### config.mk
export PLATFORM = sky130hd
export DESIGN_NAME = sdram_axil_csr_flat
export DESIGN_NICKNAME = d
export VERILOG_FILES = /design/src/rtl/sdram_axil_csr_if.sv /design/src/rtl/sdram_axil_csr.sv /design/src/flat_wrapper.sv
export SDC_FILE = /design/constraint.sdc
export NUM_CORES = 1
export LEC_CHECK = 0
export ABC_CLOCK_PERIOD_IN_PS = 12600
export CAP_MARGIN = 15
export CORE_ASPECT_RATIO = 0.6
export CORE_MARGIN = 2
export CORE_UTILIZATION = 27
export CTS_CLUSTER_DIAMETER = 150
export CTS_CLUSTER_SIZE = 14
export DETAILED_ROUTE_END_ITERATION = 12
export SETUP_SLACK_MARGIN = 0.05
export SLEW_MARGIN = 40
export SYNTH_ARGS = -nofsm -noshare
export SYNTH_HDL_FRONTEND = slang
export SYNTH_SLANG_ARGS = --single-unit
### constraint.sdc
create_clock -name clk -period 12.6 [get_ports clk]
set_input_delay 2.52 -clock clk [delete_from_list [all_inputs] [get_ports clk]]
set_output_delay 2.52 -clock clk [all_outputs]
set_load 0.05 [all_outputs]
### src/rtl/sdram_axil_csr_if.sv
// taxi_axil_if: AXI4-Lite channel bundle between a manager and a subordinate.
// Parameters DATA_W / ADDR_W / USER_W size the data, address and user fields.
// Modports: sub (register bank side), mgr (requesting side).
interface taxi_axil_if #(
   parameter int DATA_W = 32,
   parameter int ADDR_W = 8,
   parameter int USER_W = 1
) ();
   logic [ADDR_W-1:0]   awaddr;
   logic [2:0]          awprot;
   logic [USER_W-1:0]   awuser;
   logic                awvalid;
   logic                awready;
   logic [DATA_W-1:0]   wdata;
   logic [DATA_W/8-1:0] wstrb;
   logic [USER_W-1:0]   wuser;
   logic                wvalid;
   logic                wready;
   logic [1:0]          bresp;
   logic [USER_W-1:0]   buser;
   logic                bvalid;
   logic                bready;
   logic [ADDR_W-1:0]   araddr;
   logic [2:0]          arprot;
   logic [USER_W-1:0]   aruser;
   logic                arvalid;
   logic                arready;
   logic [DATA_W-1:0]   rdata;
   logic [1:0]          rresp;
   logic [USER_W-1:0]   ruser;
   logic                rvalid;
   logic                rready;

   modport sub (
      input  awaddr, awprot, awuser, awvalid, wdata, wstrb, wuser, wvalid, bready,
             araddr, arprot, aruser, arvalid, rready,
      output awready, wready, bresp, buser, bvalid, arready, rdata, rresp, ruser, rvalid
   );

   modport mgr (
      output awaddr, awprot, awuser, awvalid, wdata, wstrb, wuser, wvalid, bready,
             araddr, arprot, aruser, arvalid, rready,
      input  awready, wready, bresp, buser, bvalid, arready, rdata, rresp, ruser, rvalid
   );
endinterface

### src/rtl/sdram_axil_csr.sv
// sdram_axil_csr: AXI4-Lite subordinate register bank for the SDRAM controller.
// Ports:
//   clk, rst   clock, asynchronous active-high reset
//   s_axil     AXI-Lite subordinate port (taxi_axil_if.sub)
//   ctrl_out   RW register contents, register i at [i*DATA_W +: DATA_W]
//   stat_in    read data for RO registers (RO_MASK bit set)
//   wr_pulse   one-cycle strobe per committed write (OKAY writes only)
//   rd_pulse   one-cycle strobe per read capture (non-DECERR reads only)
module sdram_axil_csr #(
   parameter int                  DATA_W  = 32,
   parameter int                  ADDR_W  = 8,
   parameter int                  REG_CNT = 8,
   parameter logic [REG_CNT-1:0]  RO_MASK = REG_CNT'(8'hC0),
   parameter logic [DATA_W-1:0]   RST_VAL = '0
) (
   input  logic                       clk,
   input  logic                       rst,
   taxi_axil_if.sub                   s_axil,
   output logic [REG_CNT*DATA_W-1:0]  ctrl_out,
   input  logic [REG_CNT*DATA_W-1:0]  stat_in,
   output logic [REG_CNT-1:0]         wr_pulse,
   output logic [REG_CNT-1:0]         rd_pulse
);
   localparam int STRB_W = DATA_W / 8;
   localparam int LSB    = $clog2(STRB_W);
   localparam int IDX_W  = ADDR_W - LSB;

   logic [DATA_W-1:0] regs [REG_CNT];

   // control state (async reset)
   logic              rdy_en;
   logic              aw_held, w_held;
   logic              bvalid, rvalid;
   logic [1:0]        bresp, rresp;
   logic [DATA_W-1:0] rdata;

   // held write payload (no reset needed, qualified by the hold flags)
   logic [IDX_W-1:0]  aw_idx;
   logic [DATA_W-1:0] w_data;
   logic [STRB_W-1:0] w_strb;

   logic              aw_hs, w_hs, ar_hs, commit;
   logic [IDX_W-1:0]  aw_idx_new, cm_idx, ar_idx;
   logic [DATA_W-1:0] cm_data, ar_data;
   logic [STRB_W-1:0] cm_strb;
   logic [REG_CNT-1:0] cm_sel, ar_sel;
   logic              cm_ro;
   logic [1:0]        cm_resp, ar_resp;

   function automatic logic [DATA_W-1:0] merge_bytes(input logic [DATA_W-1:0] old_v,
                                                     input logic [DATA_W-1:0] new_v,
                                                     input logic [STRB_W-1:0] strb);
      logic [DATA_W-1:0] res;
      res = old_v;
      for (int b = 0; b < STRB_W; b++)
         if (strb[b]) res[b*8 +: 8] = new_v[b*8 +: 8];
      return res;
   endfunction

   // readies come purely from registered state; rdy_en keeps them low through reset
   assign s_axil.awready = rdy_en && !aw_held && !bvalid;
   assign s_axil.wready  = rdy_en && !w_held && !bvalid;
   assign s_axil.arready = rdy_en && !rvalid;
   assign s_axil.bvalid  = bvalid;
   assign s_axil.bresp   = bresp;
   assign s_axil.buser   = '0;
   assign s_axil.rvalid  = rvalid;
   assign s_axil.rresp   = rresp;
   assign s_axil.rdata   = rdata;
   assign s_axil.ruser   = '0;

   assign aw_hs      = s_axil.awvalid && s_axil.awready;
   assign w_hs       = s_axil.wvalid && s_axil.wready;
   assign ar_hs      = s_axil.arvalid && s_axil.arready;
   assign aw_idx_new = s_axil.awaddr[ADDR_W-1:LSB];
   assign ar_idx     = s_axil.araddr[ADDR_W-1:LSB];

   // commit once both halves sit in their holds, or straight away on a joint handshake
   assign commit  = (aw_held && w_held) || (aw_hs && w_hs);
   assign cm_idx  = aw_held ? aw_idx : aw_idx_new;
   assign cm_data = w_held ? w_data : s_axil.wdata;
   assign cm_strb = w_held ? w_strb : s_axil.wstrb;

   // decode via one-hot select; an all-zero select means the index is out of range
   always_comb begin
      cm_sel  = '0;
      cm_ro   = 1'b0;
      ar_sel  = '0;
      ar_data = '0;
      for (int i = 0; i < REG_CNT; i++) begin
         if (cm_idx == IDX_W'(i)) begin
            cm_sel[i] = 1'b1;
            cm_ro     = RO_MASK[i];
         end
         if (ar_idx == IDX_W'(i)) begin
            ar_sel[i] = 1'b1;
            ar_data   = RO_MASK[i] ? stat_in[i*DATA_W +: DATA_W] : regs[i];
         end
      end
      cm_resp = (cm_sel == '0) ? 2'b11 : (cm_ro ? 2'b10 : 2'b00);
      ar_resp = (ar_sel == '0) ? 2'b11 : 2'b00;
   end

   always_ff @(posedge clk or posedge rst) begin
      if (rst) begin
         rdy_en   <= 1'b0;
         aw_held  <= 1'b0;
         w_held   <= 1'b0;
         bvalid   <= 1'b0;
         bresp    <= 2'b00;
         rvalid   <= 1'b0;
         rresp    <= 2'b00;
         rdata    <= '0;
         wr_pulse <= '0;
         rd_pulse <= '0;
         for (int i = 0; i < REG_CNT; i++) regs[i] <= RST_VAL;
      end else begin
         rdy_en   <= 1'b1;
         wr_pulse <= '0;
         rd_pulse <= '0;
         if (aw_hs) aw_held <= 1'b1;
         if (w_hs)  w_held  <= 1'b1;
         if (commit) begin
            aw_held <= 1'b0;
            w_held  <= 1'b0;
            bvalid  <= 1'b1;
            bresp   <= cm_resp;
            if (!cm_ro) wr_pulse <= cm_sel;
            for (int i = 0; i < REG_CNT; i++)
               if (cm_sel[i] && !RO_MASK[i])
                  regs[i] <= merge_bytes(regs[i], cm_data, cm_strb);
         end else if (bvalid && s_axil.bready) begin
            bvalid <= 1'b0;
         end
         // rdata samples the pre-commit register value on a same-edge collision
         if (ar_hs) begin
            rvalid   <= 1'b1;
            rresp    <= ar_resp;
            rdata    <= ar_data;
            rd_pulse <= ar_sel;
         end else if (rvalid && s_axil.rready) begin
            rvalid <= 1'b0;
         end
      end
   end

   always_ff @(posedge clk) begin
      if (aw_hs) aw_idx <= aw_idx_new;
      if (w_hs) begin
         w_data <= s_axil.wdata;
         w_strb <= s_axil.wstrb;
      end
   end

   for (genvar g = 0; g < REG_CNT; g++) begin : g_ctrl
      assign ctrl_out[g*DATA_W +: DATA_W] = regs[g];
   end
endmodule
### src/flat_wrapper.sv
// flat-port wrapper written by rule: the top's interface ports become plain ports
module sdram_axil_csr_flat 
#(
   parameter int                  DATA_W  = 32,
   parameter int                  ADDR_W  = 8,
   parameter int                  REG_CNT = 8,
   parameter logic [REG_CNT-1:0]  RO_MASK = REG_CNT'(8'hC0),
   parameter logic [DATA_W-1:0]   RST_VAL = '0
)
  (clk, rst, ctrl_out, stat_in, wr_pulse, rd_pulse, s_axil_awaddr, s_axil_awprot, s_axil_awuser, s_axil_awvalid, s_axil_wdata, s_axil_wstrb, s_axil_wuser, s_axil_wvalid, s_axil_bready, s_axil_araddr, s_axil_arprot, s_axil_aruser, s_axil_arvalid, s_axil_rready, s_axil_awready, s_axil_wready, s_axil_bresp, s_axil_buser, s_axil_bvalid, s_axil_arready, s_axil_rdata, s_axil_rresp, s_axil_ruser, s_axil_rvalid);
  taxi_axil_if #(.DATA_W(DATA_W), .ADDR_W(ADDR_W)) s_axil_i ();
  input  logic clk;
  input  logic rst;
  output logic [REG_CNT*DATA_W-1:0] ctrl_out;
  input  logic [REG_CNT*DATA_W-1:0] stat_in;
  output logic [REG_CNT-1:0] wr_pulse;
  output logic [REG_CNT-1:0] rd_pulse;
  input wire logic [$bits(s_axil_i.awaddr)-1:0] s_axil_awaddr;
  input wire logic [$bits(s_axil_i.awprot)-1:0] s_axil_awprot;
  input wire logic [$bits(s_axil_i.awuser)-1:0] s_axil_awuser;
  input wire logic [$bits(s_axil_i.awvalid)-1:0] s_axil_awvalid;
  input wire logic [$bits(s_axil_i.wdata)-1:0] s_axil_wdata;
  input wire logic [$bits(s_axil_i.wstrb)-1:0] s_axil_wstrb;
  input wire logic [$bits(s_axil_i.wuser)-1:0] s_axil_wuser;
  input wire logic [$bits(s_axil_i.wvalid)-1:0] s_axil_wvalid;
  input wire logic [$bits(s_axil_i.bready)-1:0] s_axil_bready;
  input wire logic [$bits(s_axil_i.araddr)-1:0] s_axil_araddr;
  input wire logic [$bits(s_axil_i.arprot)-1:0] s_axil_arprot;
  input wire logic [$bits(s_axil_i.aruser)-1:0] s_axil_aruser;
  input wire logic [$bits(s_axil_i.arvalid)-1:0] s_axil_arvalid;
  input wire logic [$bits(s_axil_i.rready)-1:0] s_axil_rready;
  output wire logic [$bits(s_axil_i.awready)-1:0] s_axil_awready;
  output wire logic [$bits(s_axil_i.wready)-1:0] s_axil_wready;
  output wire logic [$bits(s_axil_i.bresp)-1:0] s_axil_bresp;
  output wire logic [$bits(s_axil_i.buser)-1:0] s_axil_buser;
  output wire logic [$bits(s_axil_i.bvalid)-1:0] s_axil_bvalid;
  output wire logic [$bits(s_axil_i.arready)-1:0] s_axil_arready;
  output wire logic [$bits(s_axil_i.rdata)-1:0] s_axil_rdata;
  output wire logic [$bits(s_axil_i.rresp)-1:0] s_axil_rresp;
  output wire logic [$bits(s_axil_i.ruser)-1:0] s_axil_ruser;
  output wire logic [$bits(s_axil_i.rvalid)-1:0] s_axil_rvalid;
  assign s_axil_i.awaddr = s_axil_awaddr;
  assign s_axil_i.awprot = s_axil_awprot;
  assign s_axil_i.awuser = s_axil_awuser;
  assign s_axil_i.awvalid = s_axil_awvalid;
  assign s_axil_i.wdata = s_axil_wdata;
  assign s_axil_i.wstrb = s_axil_wstrb;
  assign s_axil_i.wuser = s_axil_wuser;
  assign s_axil_i.wvalid = s_axil_wvalid;
  assign s_axil_i.bready = s_axil_bready;
  assign s_axil_i.araddr = s_axil_araddr;
  assign s_axil_i.arprot = s_axil_arprot;
  assign s_axil_i.aruser = s_axil_aruser;
  assign s_axil_i.arvalid = s_axil_arvalid;
  assign s_axil_i.rready = s_axil_rready;
  assign s_axil_awready = s_axil_i.awready;
  assign s_axil_wready = s_axil_i.wready;
  assign s_axil_bresp = s_axil_i.bresp;
  assign s_axil_buser = s_axil_i.buser;
  assign s_axil_bvalid = s_axil_i.bvalid;
  assign s_axil_arready = s_axil_i.arready;
  assign s_axil_rdata = s_axil_i.rdata;
  assign s_axil_rresp = s_axil_i.rresp;
  assign s_axil_ruser = s_axil_i.ruser;
  assign s_axil_rvalid = s_axil_i.rvalid;
  sdram_axil_csr #(.DATA_W(DATA_W), .ADDR_W(ADDR_W), .REG_CNT(REG_CNT), .RO_MASK(RO_MASK), .RST_VAL(RST_VAL)) u_core (.clk(clk), .rst(rst), .s_axil(s_axil_i), .ctrl_out(ctrl_out), .stat_in(stat_in), .wr_pulse(wr_pulse), .rd_pulse(rd_pulse));
endmodule
==> key figures, run 1 <==
Synthesis
  – Number of synthesized flops with an enable pin: 42
  – Synthesized area: 0.01387 mm2
  – Post-synth ARST share: 85.52%
  – Yosys reg bits: 290
  – Ys Warns: 64
  – Top_reg_cell synth: dfrtp_1
  – Avg Cell Area, Syn: 13.27 um2
  – Unique masters post-synth: 59
  – Post-synthesis sequential area ratio: 53.84%
  – Post-Synthesis Cells: 1045

Critical path
  – Crit path cell chain: clkdlybuf4s50_1 > or4b_1 > or2_2 > o21ai_0 > o21ai_0
  – CP Launch Type: primary input
  – CP Capture Type: flop
  – Req. time, crit path: 13.03 ns
  – Crit path from: s_axil_araddr[4]
  – CP max stage delay: 0.89 ns
  – WP buf/inv: 1
  – Top delay family on crit path: simple AND/OR/NAND/NOR gates
  – Worst path slowest cell: or4b_1
  – Most used cell, CP: o21ai_0
  – Arrival time at the worst endpoint: 5.42 ns
  – Worst Path Max Fanout: 21
  – CP Class: primary input to flop
  – R2r startpoint: u_core.aw_held

Clock tree
  – Root Driver: clkbuf_16
  – Max Root-Sink Buffers: 3
  – Clk pin slew, worst setup/hold paths: 0.07 ns
  – CTS resizes: 0
  – CTS tree: yes
  – Post-CTS Setup Inserts: 0
  – Htree depth: 1
  – Worst-Skew Late Latency: 0.57 ns
  – Clock sink count: 290
  – CTS Hold Bufs: 0
  – Num CTS Buffers: 24

Global route
  – GR Layer Usage met3: 4.686%
  – Total grt overflow: 0
  – Pin count of the biggest net entering global routing: 132
  – GRT Util Overall: 19.18%
  – Most used routing layer: met2
  – Vias in the first global route: 10.32k
  – Initial antenna violation count: 17
  – Met1 GRT Util: 27.36%
  – Grt met2 use: 29.74%
  – First-pass GRT wire length: 74950 um

Outcome
  – Status: completed

Route
  – Post-route antenna net violation count: 0
  – DR vias/cell: 4.832
  – 1st-iter DRT viols: 585
  – DRC: 0
  – Routed WL: 52180 um
  – Total number of vias: 10.20k
  – WL/cell: 24.73 um
  – Drt first pass iters: 5

Power and ir drop
  – PD cells: 169.9 mW/mm2
  – Leakage: 0.007893 uW
  – VDD IR max: 0.0001080 V

Cells and area
  – Fill count: 4923
  – FF/Latch Area: 0.007468 mm2
  – Fin area: 0.01887 mm2
  – Share of layout cells above drive strength 1: 24.54%
  – Final Util: 37.12%
  – NumNets Final: 1719
  – Multi-input gate area: 0.005932 mm2
  – Layout area overhead: 36.09%

Timing
  – F_max: 200.5 MHz
  – Relative slew slack: 46.73%
  – Slew @ Worst Pin: 0.7769 ns
  – Max Slew Vio Count: 0
  – Clock skew: 0.02197 ns
  – RSZ-0062 raised after global routing: no
  – Setup TNS Final: 0 ns
  – Final hold vios: 0
  – Period Utilization, post-route: 39.59%
  – Final critical-path required period: 4.988 ns
  – Finish-stage setup viols: 0

Job
  – Number of max-cap violations: 0

Place
  – Placement Cell Area: 0.01814 mm2
  – Port buffer count: 367
  – RD Place Congestion: 0.8264
  – DP HPWL: 36930 um

Floorplan
  – Die width: 296.6 um
  – Rows: 64
  – Core Area: 0.05085 mm2
  – Starting Density: 27.28%
  – I/O pins: 639
  – Die area: 0.05326 mm2
  – Die Y: 179.6 um

Min path
  – Hold/Removal Path Class: flop to flop
  – Hold Path Origin: u_core.s_axil.bresp[1]
worst register-to-register path, cell delays in order, from the launching register on:
cell and delay [ns]:
dfrtp_1 0.72, and4bb_2 0.40, a22oi_2 0.41, buf_4 0.50, or4_1 0.66, mux2_2 0.42
metal layers:
layer,vias up,part of all wire [%]
met5,-,0.18
met1,5334,46
li1,4463,-
met4,14,1.9
met3,66,6.0
met2,318,46
synth_stat cells (5+ instances only):
cell type | count | area, um2
nor4_1 | 5 | 31.28
buf_4 | 67 | 503.0
o22ai_1 | 11 | 68.82
or4_1 | 7 | 52.55
o21ai_0 | 59 | 295.3
edfxtp_1 | 42 | 1261
a22oi_1 | 22 | 165.2
inv_1 | 10 | 37.54
nand2_1 | 39 | 146.4
buf_1 | 7 | 26.28
nand2b_1 | 28 | 175.2
mux4_2 | 29 | 653.1
mux2i_1 | 9 | 90.09
nor3_4 | 9 | 146.4
mux2_2 | 233 | 2624
nor2_1 | 15 | 56.30
a21oi_1 | 25 | 125.1
nor3_1 | 30 | 150.1
a2bb2oi_1 | 28 | 245.2
clkbuf_1 | 52 | 195.2
dfrtp_1 | 248 | 6206
o21ai_1 | 5 | 25.02
sequential cells by signal, indices dropped and copies added, names as in the netlist:
signal                flops
u_core.s_axil.bresp       2
u_core.s_axil.rresp       1
u_core.rdy_en             1
u_core.w_data            32
u_core.rd_pulse           8
u_core.s_axil.rdata      32
u_core.ctrl_out         192
u_core.wr_pulse           8
u_core.s_axil.rvalid      1
u_core.s_axil.bvalid      1
u_core.aw_held            1
u_core.aw_idx             6
u_core.w_held             1
u_core.w_strb             4
cells by family after synthesis:
family	after synthesis	share of synthesized area [%]
buf+inv	140	5.683
mux	273	24.44
simple gates	162	7.506
other cells	2	0.05415
compound gates	178	8.480
flops	290	53.84
worst paths after layout:
| path | to | slack [ns] | depth (start not counted) |
|---|---|---|---|
| max in group asynchronous | u_core.w_held | 8.80 | 3 |
| hold reg to reg | u_core.s_axil.bresp[1] | 0.49 | 2 |
| setup / recovery | u_core.s_axil.rdata[13] | 7.61 | 5 |
| setup reg to reg | u_core.ctrl_out[114] | 9.38 | 5 |
| hold / removal | u_core.s_axil.bresp[1] | 0.49 | 2 |
| min in group asynchronous | u_core.wr_pulse[3] | 2.48 | 2 |
placed cells by master, fill, tap and decap left out, types with 7 or more instances in the layout:
cell and count:
dfrtp_1 247, or4_1 7, mux4_2 29, edfxtp_1 42, a21oi_1 25, diode_2 7, a22oi_1 21, nand2_1 39
inv_1 9, nor3_1 30, o22ai_1 11, nor2_1 15, conb_1 69, clkdlybuf4s50_1 365, clkbuf_1 15, nand2b_1 28
mux2_2 233, o21ai_0 59, clkbuf_16 26, buf_4 19, mux2i_1 9, a2bb2oi_1 28, nor3_4 9
metrics by stage:
| stage | power (uW) | instances | worst slack, ns | hold WS (ns) |
|---|---|---|---|---|
| after global routing | 3345 | 2103 | 7.416 | 0.5192 |
| after CTS | 3244 | 2102 | 7.496 | 0.4958 |
| after global placement | 2467 | 2059 | 6.702 | 0.4693 |
| final | 3207 | 2110 | 7.612 | 0.4895 |
| after floorplan | 2038 | 1112 | 3.265 | 0.5879 |
| after detailed placement | 2486 | 2061 | 6.895 | 0.4791 |
layout make-up:
| type | count | area share (%) |
|---|---|---|
| diodes | 7 | 0.09281 |
| well taps | 693 | 4.594 |
| multi-input cells | 682 | 31.43 |
| clock buffers | 41 | 3.745 |
| flip-flops and latches | 290 | 39.57 |
| inverters | 10 | 0.2652 |
| repair buffers | 387 | 20.30 |
where the power goes:
part	internal [uW]	total, uW	switching (uW)
clock	380	743	363
combinational	433	1260	830
sequential	1090	1200	112
total	1900	3210	1300
Note: power is estimated with default switching activity, not from simulation.
==> inputs of run 2 (changes only) <==
- ABC_CLOCK_PERIOD_IN_PS: 12600 -> 4340
- clock period: 12.6 -> 4.34 ns (I/O delays scaled with it)
==> run 2 against run 1 <==
Combinational power rose to 2.9 times the previous value. Sequential share of layout area is 0.27 points lower. Critical path depth is 2 lower. Die area is the same. Setup slack got worse by 6.4 ns. Critical path type is now flop to primary output. Highest routed layer unchanged.
==> key figures, run 2 (synthesis results as in run 1) <==
Clock tree
  – Max Root-Sink Buffers: 3
  – Clock sink count: 290
  – Htree depth: 1
  – Post-CTS Setup Inserts: 0
  – CTS tree: yes
  – CTS Hold Bufs: 0
  – CTS resizes: 0
  – Worst-Skew Late Latency: 0.56 ns
  – Num CTS Buffers: 24
  – Root Driver: clkbuf_16
  – Clk pin slew, worst setup/hold paths: 0.08 ns

Timing
  – Final critical-path required period: 3.112 ns
  – Finish-stage setup viols: 0
  – RSZ-0062 raised after global routing: no
  – Relative slew slack: 48.31%
  – Slew @ Worst Pin: 0.7538 ns
  – Setup TNS Final: 0 ns
  – Max Slew Vio Count: 0
  – Clock skew: 0.02721 ns
  – Worst Setup Slack, final: 1.228 ns
  – F_max: 321.4 MHz
  – Final hold vios: 0
  – Period Utilization, post-route: 71.70%

Power and ir drop
  – Flop pwr share: 37.7%
  – Sw Pwr: 3810 uW
  – VDD IR max: 0.0002602 V
  – PD cells: 492.4 mW/mm2
  – P_int: 5547 uW
  – Switching fraction of total power: 40.72%
  – Leakage: 0.007974 uW
  – Clock network power share: 23.3%
  – Combinational share of power: 39.0%

Route
  – Routed WL: 52300 um
  – Drt first pass iters: 5
  – WL/cell: 24.59 um
  – DRC: 0
  – Post-route antenna net violation count: 0
  – DR vias/cell: 4.848
  – Total number of vias: 10.31k
  – 1st-iter DRT viols: 709

Cells and area
  – FF/Latch Area: 0.007468 mm2
  – Share of layout cells above drive strength 1: 25.26%
  – Fill count: 4927
  – NumNets Final: 1735
  – Multi-input gate area: 0.005921 mm2
  – Max reg flops: 192
  – Layout area overhead: 37.01%
  – Most frequent cells in the layout: clkdlybuf4s50_1 (365), dfrtp_1 (247), mux2_2 (233)
  – Most common cell after layout, fill and taps aside: clkdlybuf4s50_1

Place
  – RD Place Congestion: 0.8096
  – Post-placement setup slack: 0.6787 ns
  – Port buffer count: 367
  – DP HPWL: 37430 um

Critical path
  – CP Class: flop to primary output
  – Arrival time at the worst endpoint: 2.24 ns
  – RR Endpoint: u_core.ctrl_out[129]
  – Worst-case reg-to-reg path depth: 4
  – R2r startpoint: u_core.aw_held
  – Worst Path Max Fanout: 5
  – CP Capture Type: primary output
  – CP Launch Type: flop
  – Req. time, crit path: 3.47 ns
  – R2R Setup Slk: 1.30 ns

Min path
  – Hold/Removal Path Class: flop to flop
  – Hold Path Origin: u_core.s_axil.rdata[28]
  – Hold Path Sink: u_core.s_axil.rdata[28]
  – Hold Crit Depth: 2

Global route
  – Initial antenna violation count: 10
  – GRT Util Overall: 19.28%
  – Total grt overflow: 0
  – Vias in the first global route: 10.40k
  – Pin count of the biggest net entering global routing: 94
  – First-pass GRT wire length: 75600 um

Floorplan
  – Die Y: 179.6 um
  – Die area: 0.05326 mm2
  – Rows: 64
  – I/O pins: 639
  – Die width: 296.6 um
  – Core Area: 0.05085 mm2
  – Starting Density: 27.28%

Outcome
  – Status: completed

Job
  – Number of max-cap violations: 0
-- run 2: layout make-up --
cell class,instances,area share (%)
Antenna cell,5,0.06585
Clock buffer,44,3.780
Inverter,10,0.2173
Multi-Input combinational cell,682,31.16
Sequential cell,290,39.30
Tap cell,693,4.563
Timing Repair Buffer,403,20.91
-- run 2: critical path, cell delays in order, from the launching register on --
cell and delay (ns):
dfrtp_1 0.59, nand2b_1 0.13, nor2_1 0.15, clkdlybuf4s50_1 0.83
-- run 2: how the worst max path moves through the flow --
stage,from,cells past startpoint,slack (ns),end
6_report,u_core.rdy_en,3,1.23,s_axil_wready
5_1_grt,u_core.rdy_en,3,1.10,s_axil_wready
4_1_cts,u_core.rdy_en,3,1.17,s_axil_wready
3_5_place_dp,s_axil_awaddr[5],5,0.68,u_core.ctrl_out[130]
3_3_place_gp,s_axil_awaddr[5],5,0.69,u_core.ctrl_out[128]
2_1_floorplan,rst,1,0.21,u_core.aw_held
-- run 2: through the flow --
| stage | power (uW) | hold slack (ns) | instance area (um2) | utilization [%] | instances |
|---|---|---|---|---|---|
| 4_1_cts | 9466 | 0.4898 | 18990 | 37.35 | 2122 |
| 2_1_floorplan | 5917 | 0.5879 | 14120 | - | 1112 |
| 3_3_place_gp | 7186 | 0.4701 | 18250 | 35.89 | 2077 |
| 3_5_place_dp | 7240 | 0.4713 | 18270 | 35.93 | 2078 |
| 5_1_grt | 9754 | 0.5128 | 18990 | 37.35 | 2122 |
| 6_report | 9357 | 0.4871 | 19000 | 37.37 | 2127 |
-- run 2: power groups by stage --
| stage | sequential (uW) | combinational [uW] | clock [uW] |
|---|---|---|---|
| 6_report | 3520 | 3650 | 2180 |
| 3_3_place_gp | 3560 | 3630 | 0 |
| 3_5_place_dp | 3570 | 3670 | 0 |
| 2_1_floorplan | 4650 | 1270 | 0 |
| 5_1_grt | 3580 | 3810 | 2360 |
| 4_1_cts | 3520 | 3680 | 2270 |
-- run 2: layer usage --
layer / vias up / share of wire (%) / GRT usage [%]
met5: - / 0.11 / 0
met1: 5412 / 45 / 27.27
met3: 67 / 7.4 / 5.304
met2: 325 / 45 / 29.39
met4: 8 / 2.3 / 4.162
li1: 4499 / - / -
==> inputs of run 3 (changes only) <==
- ABC_CLOCK_PERIOD_IN_PS: 4340 -> 2750
- clock period: 4.34 -> 2.75 ns (I/O delays scaled with it)
==> run 3 against run 2 <==
Die area unchanged. Cell area rose by 3.8%. Total power grew 59%. Clock skew fell by 0.012 ns. Core utilization increased by 1.4 points. Setup slack worse by 1.1 ns. Sequential power increased by 57%. Global-route usage barely moved. Critical endpoint is now u_core.ctrl_out[36].
==> key figures, run 3 (synthesis results as in run 1) <==
Cells and area
  – Share of layout cells above drive strength 1: 28.39%
  – Most common cell after layout, fill and taps aside: clkdlybuf4s50_1
  – Fill count: 4902
  – Final Util: 38.79%
  – Most frequent cells in the layout: clkdlybuf4s50_1 (362), dfrtp_1 (247), mux2_2 (233)
  – Max reg flops: 192
  – NumNets Final: 1796
  – Layout area overhead: 42.22%

Critical path
  – R2r startpoint: u_core.aw_held
  – R2R Setup Slk: 0.20 ns
  – CP Launch Type: primary input
  – Worst-case reg-to-reg path depth: 6
  – CP Class: primary input to flop
  – WP buf/inv: 3
  – Crit path from: s_axil_awaddr[5]
  – CP max stage delay: 0.55 ns
  – Crit path to: u_core.ctrl_out[36]
  – CP Capture Type: flop
  – Worst Path Max Fanout: 8
  – Worst path slowest cell: or4_1
  – Stages on worst setup path: 7
  – Crit path cell chain: clkdlybuf4s50_1 > or4_1 > buf_4 > a211o_2 > nor3_4 > buf_12 > mux2_2
  – Req. time, crit path: 3.18 ns
  – Top delay family on crit path: buffers and inverters
  – Arrival time at the worst endpoint: 3.02 ns
  – RR Endpoint: u_core.ctrl_out[36]

Clock tree
  – CTS tree: yes
  – Post-CTS Setup Inserts: 0
  – Worst-Skew Late Latency: 0.55 ns
  – Num CTS Buffers: 24
  – Root Driver: clkbuf_16
  – Htree depth: 1
  – Clk pin slew, worst setup/hold paths: 0.08 ns
  – Clock sink count: 290
  – Max Root-Sink Buffers: 3

Timing
  – Clock skew: 0.01566 ns
  – Slew @ Worst Pin: 0.6937 ns
  – Final critical-path required period: 2.588 ns
  – Finish-stage setup viols: 0
  – Final hold vios: 0
  – Setup TNS Final: 0 ns
  – Worst Setup Slack, final: 0.1623 ns
  – Max Slew Vio Count: 0
  – Period Utilization, post-route: 94.10%
  – RSZ-0062 raised after global routing: no
  – Relative slew slack: 53.76%
  – F_max: 386.4 MHz
  – Worst hold slack: 0.3625 ns

Place
  – Post-placement setup slack: -0.3585 ns
  – DP HPWL: 38010 um
  – RD Place Congestion: 0.8149
  – Port buffer count: 367

Floorplan
  – Starting Density: 27.28%
  – Die width: 296.6 um
  – Die area: 0.05326 mm2
  – Rows: 64
  – I/O pins: 639
  – Core Area: 0.05085 mm2
  – Die Y: 179.6 um

Route
  – Routed WL: 51790 um
  – 1st-iter DRT viols: 626
  – DR vias/cell: 4.774
  – Total number of vias: 10.46k
  – Drt first pass iters: 5
  – Post-route antenna net violation count: 0
  – WL/cell: 23.64 um
  – DRC: 0

Min path
  – Hold/Removal Path Class: primary input to asynchronous set/reset pin

Global route
  – Total grt overflow: 0
  – First-pass GRT wire length: 75740 um
  – Pin count of the biggest net entering global routing: 75
  – Initial antenna violation count: 19
  – GRT Util Overall: 19.31%
  – Vias in the first global route: 10.73k

Outcome
  – Status: completed

Job
  – Number of max-cap violations: 0

Power and ir drop
  – PD cells: 754.9 mW/mm2
  – Leakage: 0.008349 uW
  – VDD IR max: 0.0005232 V
## run 3: cell count changes in the layout (fill, tap and decap cells not counted), moves of 2 or more
cell             delta
buf_12             +21
buf_4              +41
clkdlybuf4s50_1     -3
dlygate4sd2_1       +2
diode_2             +3
## run 3: how the worst min path moves through the flow
stage / end / cells past startpoint / slack, ns / from
detailed placement: u_core.s_axil.bresp[0] / 2 / 0.47 / u_core.s_axil.bresp[0]
global placement: u_core.s_axil.bresp[0] / 2 / 0.47 / u_core.s_axil.bresp[0]
floorplan: u_core.wr_pulse[5] / 2 / 0.59 / u_core.aw_idx[0]
finish: u_core.s_axil.rdata[20] / 2 / 0.36 / rst
global route: u_core.s_axil.rdata[29] / 2 / 0.35 / rst
CTS: u_core.s_axil.rdata[29] / 2 / 0.33 / rst
## run 3: final cells by class
| type | count | area, um2 | share of cell area [%] |
|---|---|---|---|
| Antenna cell | 8 | 20.02 | 0.1015 |
| Clock buffer | 43 | 693.2 | 3.514 |
| Clock inverter | 1 | 30.03 | 0.1522 |
| Inverter | 10 | 41.29 | 0.2093 |
| Multi-Input combinational cell | 682 | 5916 | 29.99 |
| Sequential cell | 290 | 7468 | 37.86 |
| Tap cell | 693 | 867.1 | 4.396 |
| Timing Repair Buffer | 464 | 4690 | 23.77 |
## run 3: power by group
group / switching [uW] / leakage [uW] / internal, uW
Sequential: 511 / 0.00380 / 4990
Clock: 1650 / 0.000344 / 1790
Combinational: 3820 / 0.00420 / 2130
## run 3: stage by stage
stage / power [uW] / instances / instance area [um2]
after floorplan: 9339 / 1112 / 14130
after global placement: 11470 / 2138 / 18970
after detailed placement: 11550 / 2139 / 18980
after CTS: 15060 / 2183 / 19700
after global routing: 15580 / 2184 / 19710
final: 14890 / 2191 / 19730
## run 3: per-layer routing
layer	up-vias	GRT usage, %	wire length (um)
li1	4617	-	-
met1	5451	26.32	22960
met2	291	29.82	23660
met3	82	5.700	3502
met4	18	5.212	1551
met5	-	0	109
## run 3: repair_timing
item / CTS / global route
hold endpoints to repair: 0 / 0
endpoints found under the setup margin: 2 / 0
resized for setup: 2 / 0
hold buffers: 0 / 0
